## src/rtl/chan_seq_pkg.sv

```systemverilog
// Shared definitions for the per-frame channel sequencer: channel RAM word map,
// control-word layout and FSM encoding.
package chan_seq_pkg;

    localparam int unsigned WORD_W   = 32;
    localparam int unsigned STEP_W   = 16;
    localparam int unsigned VOL_W    = 8;
    localparam int unsigned BYTE_W   = 8;
    localparam int unsigned OUT_AW   = 24;
    localparam int unsigned RD_LEN   = 4;
    localparam int unsigned EMIT_LEN = 5;
    localparam int unsigned CNT_W    = 3;

    // Word offsets inside a channel's 4-word RAM slot
    localparam logic [1:0] W_POS  = 2'd0;
    localparam logic [1:0] W_CTL  = 2'd1;
    localparam logic [1:0] W_END  = 2'd2;
    localparam logic [1:0] W_LOOP = 2'd3;

    localparam int unsigned LOOP_EN_BIT = 31;

    typedef struct packed {
        logic [VOL_W-1:0]  vol_r;
        logic [VOL_W-1:0]  vol_l;
        logic [STEP_W-1:0] step;
    } ctl_word_t;

    typedef enum logic [2:0] {
        S_IDLE = 3'd0,
        S_SCAN = 3'd1,
        S_RD   = 3'd2,
        S_WAIT = 3'd3,
        S_EMIT = 3'd4,
        S_WB   = 3'd5
    } state_t;

endpackage

```

## src/rtl/chan_seq_if.sv

```systemverilog
// Channel RAM, frame control and mixer-side signals of chan_seq.
interface chan_seq_if
    import chan_seq_pkg::*;
#(
    parameter int unsigned NUM_CH = 32
);
    localparam int unsigned CH_AW = $clog2(NUM_CH);

    logic [CH_AW+1:0]  rd_addr;
    logic [WORD_W-1:0] rd_data;
    logic [CH_AW+1:0]  wr_addr;
    logic [WORD_W-1:0] wr_data;
    logic              wr_stb;
    logic              sync_stb;
    logic [NUM_CH-1:0] ch_enas;
    logic [BYTE_W-1:0] out_data;
    logic              out_stb_addr;
    logic              out_stb_mix;
    logic              done_stb;
    logic [CH_AW-1:0]  done_ch;
    logic              busy;
    logic              overrun;

    modport master (
        output rd_addr, wr_addr, wr_data, wr_stb, out_data, out_stb_addr,
               out_stb_mix, done_stb, done_ch, busy, overrun,
        input  rd_data, sync_stb, ch_enas
    );

    modport slave (
        input  rd_addr, wr_addr, wr_data, wr_stb, out_data, out_stb_addr,
               out_stb_mix, done_stb, done_ch, busy, overrun,
        output rd_data, sync_stb, ch_enas
    );

endinterface

```

## src/rtl/chan_seq_step.sv

```systemverilog
// Position advance: pos + step with end-of-sample detection.
// CHAN_SEQ_LOOP_EN enables wrap to the loop address instead of one-shot stop.
module chan_seq_step
    import chan_seq_pkg::*;
#(
    parameter int unsigned ADDR_W = 22
) (
    input  logic [WORD_W-1:0] pos,
    input  logic [STEP_W-1:0] step,
    input  logic [ADDR_W-1:0] end_addr,
    input  logic              loop_en,
    input  logic [ADDR_W-1:0] loop_addr,
    output logic [WORD_W-1:0] new_pos,
    output logic              hit_end,
    output logic              done
);
    localparam int unsigned FRAC_W = WORD_W - ADDR_W;

    logic [WORD_W:0] sum;

    always_comb begin
        sum     = {1'b0, pos} + (WORD_W + 1)'(step);
        hit_end = sum[WORD_W] | (sum[WORD_W-1:FRAC_W] > end_addr);
        new_pos = sum[WORD_W-1:0];
        done    = 1'b0;
`ifdef CHAN_SEQ_LOOP_EN
        if (hit_end && loop_en) begin
            new_pos = {loop_addr, sum[FRAC_W-1:0]};
        end else if (hit_end) begin
            new_pos = {end_addr, FRAC_W'(0)};
            done    = 1'b1;
        end
`else
        if (hit_end) begin
            new_pos = {end_addr, FRAC_W'(0)};
            done    = 1'b1;
        end
`endif
    end

`ifndef CHAN_SEQ_LOOP_EN
    // Loop fields only matter when looping is built in
    logic unused_loop;
    assign unused_loop = ^{loop_en, loop_addr};
`endif

endmodule

```

## src/rtl/chan_seq.sv

```systemverilog
// Per-frame channel sequencer: fetch channel state, stream address/volume bytes
// to the mixer, advance and write back the position. Optional CHAN_SEQ_LOOP_EN.
module chan_seq
    import chan_seq_pkg::*;
#(
    parameter int unsigned NUM_CH = 32,
    parameter int unsigned ADDR_W = 22
) (
    input logic       clk,
    input logic       rst,
    chan_seq_if.master bus
);
    localparam int unsigned CH_AW  = $clog2(NUM_CH);
    localparam int unsigned FRAC_W = WORD_W - ADDR_W;

    state_t            state, state_n;
    logic [CH_AW-1:0]  ch, ch_n;
    logic [CNT_W-1:0]  cnt, cnt_n;
    logic [NUM_CH-1:0] ena, ena_n;
    logic              pending, pending_n;
    logic              overrun_q, overrun_n;
    logic              frame_end;

    logic [CH_AW+1:0]  rd_addr_q, rd_addr_n;
    logic [CH_AW+1:0]  wr_addr_q, wr_addr_n;
    logic [WORD_W-1:0] wr_data_q, wr_data_n;
    logic              wr_stb_q, wr_stb_n;
    logic [BYTE_W-1:0] out_data_q, out_data_n;
    logic              out_stb_addr_q, out_stb_addr_n;
    logic              out_stb_mix_q, out_stb_mix_n;
    logic              done_stb_q, done_stb_n;
    logic [CH_AW-1:0]  done_ch_q, done_ch_n;
    logic              busy_q, busy_n;

    logic [WORD_W-1:0] w_pos, w_end, w_loop;
    ctl_word_t         w_ctl;
    logic [OUT_AW-1:0] addr24;

    logic [WORD_W-1:0] new_pos;
    logic              hit_end, step_done;

    chan_seq_step #(.ADDR_W(ADDR_W)) u_step (
        .pos       (w_pos),
        .step      (w_ctl.step),
        .end_addr  (w_end[ADDR_W-1:0]),
        .loop_en   (w_loop[LOOP_EN_BIT]),
        .loop_addr (w_loop[ADDR_W-1:0]),
        .new_pos   (new_pos),
        .hit_end   (hit_end),
        .done      (step_done)
    );

    logic unused_bits;
    assign unused_bits = ^{w_end, w_loop, hit_end};

    // Channel words arrive one clk after their address was presented
    always_ff @(posedge clk) begin
        if (rst) begin
            w_pos  <= '0;
            w_ctl  <= '0;
            w_end  <= '0;
            w_loop <= '0;
        end else begin
            if (state == S_RD) begin
                case (cnt)
                    3'd1:    w_pos <= bus.rd_data;
                    3'd2:    w_ctl <= bus.rd_data;
                    3'd3:    w_end <= bus.rd_data;
                    default: ;
                endcase
            end
            if (state == S_WAIT) w_loop <= bus.rd_data;
        end
    end

    always_ff @(posedge clk) begin
        if (rst) begin
            state          <= S_IDLE;
            ch             <= '0;
            cnt            <= '0;
            ena            <= '0;
            pending        <= 1'b0;
            overrun_q      <= 1'b0;
            rd_addr_q      <= '0;
            wr_addr_q      <= '0;
            wr_data_q      <= '0;
            wr_stb_q       <= 1'b0;
            out_data_q     <= '0;
            out_stb_addr_q <= 1'b0;
            out_stb_mix_q  <= 1'b0;
            done_stb_q     <= 1'b0;
            done_ch_q      <= '0;
            busy_q         <= 1'b0;
        end else begin
            state          <= state_n;
            ch             <= ch_n;
            cnt            <= cnt_n;
            ena            <= ena_n;
            pending        <= pending_n;
            overrun_q      <= overrun_n;
            rd_addr_q      <= rd_addr_n;
            wr_addr_q      <= wr_addr_n;
            wr_data_q      <= wr_data_n;
            wr_stb_q       <= wr_stb_n;
            out_data_q     <= out_data_n;
            out_stb_addr_q <= out_stb_addr_n;
            out_stb_mix_q  <= out_stb_mix_n;
            done_stb_q     <= done_stb_n;
            done_ch_q      <= done_ch_n;
            busy_q         <= busy_n;
        end
    end

    // Next state plus next values of every registered output
    always_comb begin
        state_n        = state;
        ch_n           = ch;
        cnt_n          = cnt;
        ena_n          = ena;
        pending_n      = pending;
        overrun_n      = overrun_q;
        frame_end      = 1'b0;
        rd_addr_n      = '0;
        wr_addr_n      = '0;
        wr_data_n      = '0;
        wr_stb_n       = 1'b0;
        out_data_n     = '0;
        out_stb_addr_n = 1'b0;
        out_stb_mix_n  = 1'b0;
        done_stb_n     = 1'b0;
        done_ch_n      = '0;
        addr24         = OUT_AW'(w_pos[WORD_W-1:FRAC_W]);

        unique case (state)
            S_IDLE: begin
                if (bus.sync_stb) begin
                    ena_n   = bus.ch_enas;
                    ch_n    = '0;
                    state_n = S_SCAN;
                end
            end
            S_SCAN: begin
                if (ena[ch]) begin
                    state_n   = S_RD;
                    cnt_n     = '0;
                    rd_addr_n = {ch, W_POS};
                end else if (ch == CH_AW'(NUM_CH - 1)) begin
                    frame_end = 1'b1;
                end else begin
                    ch_n = ch + CH_AW'(1);
                end
            end
            S_RD: begin
                if (cnt == CNT_W'(RD_LEN - 1)) begin
                    state_n = S_WAIT;
                end else begin
                    cnt_n     = cnt + CNT_W'(1);
                    rd_addr_n = {ch, cnt_n[1:0]};
                end
            end
            S_WAIT: begin
                state_n        = S_EMIT;
                cnt_n          = '0;
                out_stb_addr_n = 1'b1;
                out_data_n     = addr24[23:16];
            end
            S_EMIT: begin
                if (cnt == CNT_W'(EMIT_LEN - 1)) begin
                    state_n    = S_WB;
                    wr_stb_n   = 1'b1;
                    wr_addr_n  = {ch, W_POS};
                    wr_data_n  = new_pos;
                    done_stb_n = step_done;
                    done_ch_n  = step_done ? ch : '0;
                end else begin
                    cnt_n = cnt + CNT_W'(1);
                    case (cnt)
                        3'd0: begin
                            out_stb_addr_n = 1'b1;
                            out_data_n     = addr24[15:8];
                        end
                        3'd1: begin
                            out_stb_addr_n = 1'b1;
                            out_data_n     = addr24[7:0];
                        end
                        3'd2: begin
                            out_stb_mix_n = 1'b1;
                            out_data_n    = w_ctl.vol_l;
                        end
                        default: begin
                            out_stb_mix_n = 1'b1;
                            out_data_n    = w_ctl.vol_r;
                        end
                    endcase
                end
            end
            S_WB: begin
                if (ch == CH_AW'(NUM_CH - 1)) begin
                    frame_end = 1'b1;
                end else begin
                    ch_n    = ch + CH_AW'(1);
                    state_n = S_SCAN;
                end
            end
            default: state_n = S_IDLE;
        endcase

        // A sync landing on the final clk is a clean back-to-back start, not an overrun
        if (frame_end) begin
            ch_n = '0;
            if (pending || bus.sync_stb) begin
                state_n   = S_SCAN;
                ena_n     = bus.ch_enas;
                pending_n = 1'b0;
            end else begin
                state_n = S_IDLE;
            end
        end else if (state != S_IDLE && bus.sync_stb) begin
            pending_n = 1'b1;
            overrun_n = 1'b1;
        end

        busy_n = (state_n != S_IDLE);
    end

    assign bus.rd_addr      = rd_addr_q;
    assign bus.wr_addr      = wr_addr_q;
    assign bus.wr_data      = wr_data_q;
    assign bus.wr_stb       = wr_stb_q;
    assign bus.out_data     = out_data_q;
    assign bus.out_stb_addr = out_stb_addr_q;
    assign bus.out_stb_mix  = out_stb_mix_q;
    assign bus.done_stb     = done_stb_q;
    assign bus.done_ch      = done_ch_q;
    assign bus.busy         = busy_q;
    assign bus.overrun      = overrun_q;

endmodule

```

## src/flat_wrapper.sv

```systemverilog
// flat-port wrapper written by rule: the top's interface ports become plain ports
module chan_seq_flat import chan_seq_pkg::*;
#(
    parameter int unsigned NUM_CH = 32,
    parameter int unsigned ADDR_W = 22
)
  (clk, rst, bus_rd_addr, bus_wr_addr, bus_wr_data, bus_wr_stb, bus_out_data, bus_out_stb_addr, bus_out_stb_mix, bus_done_stb, bus_done_ch, bus_busy, bus_overrun, bus_rd_data, bus_sync_stb, bus_ch_enas);
  chan_seq_if #(.NUM_CH(NUM_CH)) bus_i ();
  input logic clk;
  input logic rst;
  output wire logic [$bits(bus_i.rd_addr)-1:0] bus_rd_addr;
  output wire logic [$bits(bus_i.wr_addr)-1:0] bus_wr_addr;
  output wire logic [$bits(bus_i.wr_data)-1:0] bus_wr_data;
  output wire logic [$bits(bus_i.wr_stb)-1:0] bus_wr_stb;
  output wire logic [$bits(bus_i.out_data)-1:0] bus_out_data;
  output wire logic [$bits(bus_i.out_stb_addr)-1:0] bus_out_stb_addr;
  output wire logic [$bits(bus_i.out_stb_mix)-1:0] bus_out_stb_mix;
  output wire logic [$bits(bus_i.done_stb)-1:0] bus_done_stb;
  output wire logic [$bits(bus_i.done_ch)-1:0] bus_done_ch;
  output wire logic [$bits(bus_i.busy)-1:0] bus_busy;
  output wire logic [$bits(bus_i.overrun)-1:0] bus_overrun;
  input wire logic [$bits(bus_i.rd_data)-1:0] bus_rd_data;
  input wire logic [$bits(bus_i.sync_stb)-1:0] bus_sync_stb;
  input wire logic [$bits(bus_i.ch_enas)-1:0] bus_ch_enas;
  assign bus_rd_addr = bus_i.rd_addr;
  assign bus_wr_addr = bus_i.wr_addr;
  assign bus_wr_data = bus_i.wr_data;
  assign bus_wr_stb = bus_i.wr_stb;
  assign bus_out_data = bus_i.out_data;
  assign bus_out_stb_addr = bus_i.out_stb_addr;
  assign bus_out_stb_mix = bus_i.out_stb_mix;
  assign bus_done_stb = bus_i.done_stb;
  assign bus_done_ch = bus_i.done_ch;
  assign bus_busy = bus_i.busy;
  assign bus_overrun = bus_i.overrun;
  assign bus_i.rd_data = bus_rd_data;
  assign bus_i.sync_stb = bus_sync_stb;
  assign bus_i.ch_enas = bus_ch_enas;
  chan_seq #(.NUM_CH(NUM_CH), .ADDR_W(ADDR_W)) u_core (.clk(clk), .rst(rst), .bus(bus_i));
endmodule
```

## config.mk

```make
export PLATFORM = sky130hd
export DESIGN_NAME = chan_seq_flat
export DESIGN_NICKNAME = d
export VERILOG_FILES = /design/src/rtl/chan_seq_pkg.sv /design/src/rtl/chan_seq_if.sv /design/src/rtl/chan_seq_step.sv /design/src/rtl/chan_seq.sv /design/src/flat_wrapper.sv
export SDC_FILE = /design/constraint.sdc
export NUM_CORES = 1
export LEC_CHECK = 0
export BUFFER_PORTS_ARGS = -buffer_cell sky130_fd_sc_hd__buf_2
export CAP_MARGIN = 30
export CORE_MARGIN = 1.5
export CORE_UTILIZATION = 45
export CTS_CLUSTER_SIZE = 28
export DETAILED_ROUTE_END_ITERATION = 16
export SYNTH_ARGS = -nofsm -noshare
export SYNTH_HDL_FRONTEND = slang
export SYNTH_HIERARCHICAL = 1
export SYNTH_SLANG_ARGS = --single-unit
```

## constraint.sdc

```tcl
create_clock -name clk -period 5.2 [get_ports clk]
set_input_delay 0 -clock clk [delete_from_list [all_inputs] [get_ports clk]]
set_output_delay 0 -clock clk [all_outputs]
set_load 0.005 [all_outputs]
```

# Word-level counts from Yosys, hierarchy flattened
# Index checks and enable logic that the tools add are counted.
# totals
register_bits	195
elab_cells	113
# classes
addsub	3
order_cmp	2
n_eq_ne	16
mux	41
bitwise	5
n_reduce_logical	23
# ops
op	count
32-bit two-way mux	5
32-bit by 16-bit adder with 33-bit output	1
3-bit two-way mux	9
8-bit one-hot mux with 3 select lines	1
22-bit greater-than comparator	1
3-bit one-hot mux with 6 select lines	1
8-bit one-hot mux with 2 select lines	1
5-bit two-way mux	3
5-bit one-hot mux with 3 select lines	1
7-bit two-way mux	2
7-bit one-hot mux with 2 select lines	1
3-bit by 2-bit == test with 1-bit output (second input constant)	4
1-bit two-way mux	12
3-bit one-hot mux with 4 select lines	1
2-bit inequality test (second input constant)	5
2-bit AND reduction	5
3-bit == test (second input constant)	3
3-bit nonzero test	3
8-bit two-way mux	1
4-bit OR reduction	2
3-bit by 1-bit == test with 1-bit output (second input constant)	2
3-bit zero test	2
5-bit by 6-bit < comparator with 1-bit output (second input constant)	1
2-bit OR reduction	3
15 further kinds	20

# Longest topological paths before layout
# logic_depth
word_depth	6
mapped_depth	20

# Hierarchy
# Netlist, hierarchy kept.
# modules_own_cells
mod	instances	cells_each	area_per_inst_um2	seq_area_each_um2
chan_seq	1	911	8046.5	4324.1
chan_seq_step	1	297	2200.9	0.0

# Worst setup path before layout
# OpenSTA, ideal clock, no wires.
# synth_path
path_type	register to register
from	reg u_core.w_pos[0]
to	reg u_core.wr_data_q[22] (netlist: u_core/bus.wr_data[22])
setup_time_ps	115
arrival_ps	3788
required_time_ps	5085
path_slack_ps	1297
path_stages_with_launch	19
path_buffers	1
cell_sequence	dfxtp_1 > ha_1 > inv_1 > fa_1 > nand2b_1 > a21oi_2 > o2111ai_1 > a311oi_2 > o2111a_1 > xor2_2 > ha_1 > nand2_1 > o21ai_0 > a221oi_1 > o211ai_1 > a32oi_2 > buf_6 > mux2_2 > and2_1
# synth_between
elab_chain_cells	4
# synth_rtl
element	line_no	rtl
start, declared	chan_seq.sv:35	logic [WORD_W-1:0] w_pos, w_end, w_loop;
start signal, assigned	chan_seq.sv:66	3'd1: w_pos <= bus.rd_data;
32-bit by 16-bit adder with 33-bit output *	chan_seq_step.sv:22	sum = {1'b0, pos} + (WORD_W + 1)'(step);
22-bit greater-than comparator	chan_seq_step.sv:23	hit_end = sum[WORD_W] | (sum[WORD_W-1:FRAC_W] > end_addr);
1-bit OR	chan_seq_step.sv:23	
32-bit two-way mux *	chan_seq_step.sv:34	if (hit_end) begin
via u_core.new_pos[22]	chan_seq.sv:39	logic [WORD_W-1:0] new_pos;
end signal, assigned	chan_seq.sv:103	wr_data_q <= wr_data_n;
end, declared	chan_seq.sv:26	logic [WORD_W-1:0] wr_data_q, wr_data_n;
# Mark *: on every way through the listed nets, which the timed path passes. The rest lies on a longest branch.
# A chain may end at the register's enable or synchronous reset.

# Worst setup path in the final report
# layout_path
from	reg u_core.w_pos[0]
to	reg u_core.wr_data_q[5] (netlist: u_core/bus.wr_data[5])
# layout_between
elab_chain_cells	4
# layout_rtl
element	line_no
32-bit by 16-bit adder with 33-bit output *	chan_seq_step.sv:22
22-bit greater-than comparator	chan_seq_step.sv:23
1-bit OR	chan_seq_step.sv:23
4-bit OR reduction (no line)	n/a
# Mark *: on every way between the ends. The rest lies on a longest branch, timed or not.

==> flow_metrics.env <==
export IMPL_r2r_start="u_core/w_pos[0]"
export IMPL_cts_sinks=193
export IMPL_cts_resized=0
export IMPL_antennaDiodeCount=0
export IMPL_dr_total_vias=8257
export IMPL_crit_arrival_ns=5.10
export IMPL_clk_latency_ns=0.43
export IMPL_final_cell_mix="nand2_1, dfxtp_1, a21oi_1"
export IMPL_cts_buffer_depth=2
export IMPL_finalCritPeriodShare_pct=90.8
export IMPL_fillerInstances=1977
export IMPL_finalSetupTns_ns=0
export IMPL_routabilityCongestion=0.874
export IMPL_hpwl_microns=18000
export IMPL_postCtsSetupBuffers=0
export IMPL_via_per_inst=5.32
export IMPL_area_growth_pct=21.1
export IMPL_relSlewSlack_pct=34.6
export IMPL_cts_hold_buf=65
export IMPL_fp_dieH_microns=148
export IMPL_timing_fmax_mhz=212
export IMPL_rr_endpoint="u_core/bus.wr_data[5]"
export IMPL_ant_nets=0
export IMPL_start_util_pct=46.4
export IMPL_synthCells=1111
export IMPL_setup_viol=0
export IMPL_grt_pass1_wl_microns=41700
export IMPL_peakVddDrop_mv=0.207
export IMPL_numCtsBuffers=17
export IMPL_wl_per_cell_microns=16.5
export IMPL_postRouteWirelength_microns=25600
export IMPL_status="finished, final reports clean"
export IMPL_gr_total_overflow=0
export IMPL_clock_skew_ns=0.00979
export IMPL_worstMarginPinSlew_ns=0.980
export IMPL_cts_tree="yes"
export IMPL_syn_cell_area_sq_mm=0.00948
export IMPL_worst_slack_ns=0.477
export IMPL_critical_path_max_stage_delay_ns=0.39
export IMPL_std_cell_rows=52
export IMPL_drive_gt1_share_pct=16.9
export IMPL_hold_class="in -> reg"
export IMPL_mostFrequentLayoutCell="nand2_1"
export IMPL_critical_path_cell_chain="ha_1 -> inv_1 -> fa_1 -> nand2b_1 -> a21oi_2 -> o2111ai_1 -> a311oi_2 -> o21ai_0 -> xnor2_1 -> ha_1 -> and4_1 -> a221oi_1 -> o211ai_1 -> a32oi_2 -> buf_4 -> inv_1 -> nor3b_1 -> and2_1"
export IMPL_first_iter_violations=561
export IMPL_grt_usage_pct=23.9
export IMPL_power_density_mw_per_mm2=276
export IMPL_core_area_sq_mm=0.0204
export IMPL_die_w_microns=148
export IMPL_crit_required_ns=5.57
export IMPL_grt_pass1_vias=7979
export IMPL_p_leak_nw=4.87
export IMPL_end_kind="flop"
export IMPL_cts_max_level=4
export IMPL_cap_violations=0
export IMPL_worstHoldStart="rst"
export IMPL_dp_slack_ns=0.519
export IMPL_grt_max_degree=89
export IMPL_cp_slowest_cell="fa_1"
export IMPL_min_to="u_core/ena[24]"
export IMPL_clockRootBuffer="clkbuf_16"
export IMPL_maxSlewViolCount=0
export IMPL_dp_cells=1455
export IMPL_ios=132
export IMPL_numPortBuffers=129
export IMPL_antenna_found_initial=0
export IMPL_rr_worst_depth=18
export IMPL_finalCriticalPeriod_ns=4.72
export IMPL_synth_area_per_cell_sq_um=8.53
export IMPL_fin_cells=1552
export IMPL_fin_nets=1383
export IMPL_drc=0
export IMPL_clkTransAtPathRegs_ns=0.07
export IMPL_rsz0062_at_grt="no"
export IMPL_dr_pass1_iters=7
export IMPL_critical_path_class="reg -> reg"
export IMPL_start_kind="flop"
export IMPL_ff2ff_setup_slack_ns=0.48
export IMPL_fin_util_pct=56.2
export IMPL_worstPathMaxFanout=19
export IMPL_finalHoldViolations=0
export IMPL_min_path_cells=2
export IMPL_synth_warnings=6
export IMPL_dieArea_sq_mm=0.0219
-- sequential cells by signal, summed over array words and instances (netlist names) --
register                 cells
u_core/bus.busy              1
u_core/bus.done_ch           5
u_core/bus.done_stb          1
u_core/bus.out_data          8
u_core/bus.out_stb_addr      1
u_core/bus.out_stb_mix       1
u_core/bus.overrun           1
u_core/bus.rd_addr           7
u_core/bus.wr_addr           5
u_core/bus.wr_data          32
u_core/bus.wr_stb            1
u_core/ch                    5
u_core/cnt                   3
u_core/ena                  32
u_core/pending               1
u_core/state                 3
u_core/w_ctl                32
u_core/w_end                22
u_core/w_pos                32
-- per-layer routing --
| metal | vias up | track usage [%] | share of wire [%] |
|---|---|---|---|
| li1 | 4102 | - | - |
| met1 | 3919 | 35.4 | 50 |
| met2 | 210 | 36.5 | 43 |
| met3 | 26 | 3.31 | 5.4 |
| met4 | 0 | 6.24 | 1.2 |
| met5 | - | 0 | 0 |
-- power breakdown --
part           internal (mW)  switching (mW)  total, mW
logic                  0.151           0.168      0.319
registers               1.51          0.0383       1.55
clock network          0.722           0.574       1.30
total                   2.38           0.781       3.16
-- area by class of cell --
| type | instances | area (sq um) | share of cell area, % |
|---|---|---|---|
| Clock inverter | 12 | 133 | 1.16 |
| Sequential cell | 193 | 3860 | 33.7 |
| Multi-Input combinational cell | 810 | 5140 | 44.8 |
| Timing Repair Buffer | 206 | 1400 | 12.2 |
| Tap cell | 270 | 338 | 2.94 |
| Inverter | 42 | 158 | 1.37 |
| Clock buffer | 19 | 443 | 3.86 |
-- worst max-delay path: cells and delay by family (launching register included) --
family,cells,cell delay (ns)
AOI/OAI and AO/OA,7,1.79
adders and majority gates,3,0.85
and+or+nand+nor,4,0.79
buffers and inverters,3,0.67
DFF,1,0.33
xor gates and xnor gates,1,0.20
-- how the worst max path moves through the flow --
stage,startpoint,endpoint,cells after the start
after CTS,u_core/w_pos[0],u_core/bus.wr_data[5],18
after global routing,u_core/w_pos[0],u_core/bus.wr_data[5],19
after floorplan,u_core/w_pos[0],u_core/bus.wr_data[22],18
after global placement,u_core/w_pos[0],u_core/bus.wr_data[5],19
after detailed placement,u_core/w_pos[0],u_core/bus.wr_data[5],18
final,u_core/w_pos[0],u_core/bus.wr_data[5],18
-- per-stage QoR --
step / hold WS (ns) / total power [mW] / cell area [sq um]
2_1_floorplan: 0.132 / 1.78 / 9480
3_3_place_gp: 0.231 / 1.86 / 10200
3_5_place_dp: 0.237 / 1.86 / 10200
4_1_cts: 0.183 / 3.19 / 11500
5_1_grt: 0.219 / 3.28 / 11500
6_report: 0.193 / 3.16 / 11500
No activity file was read; power rests on OpenSTA's default activity.
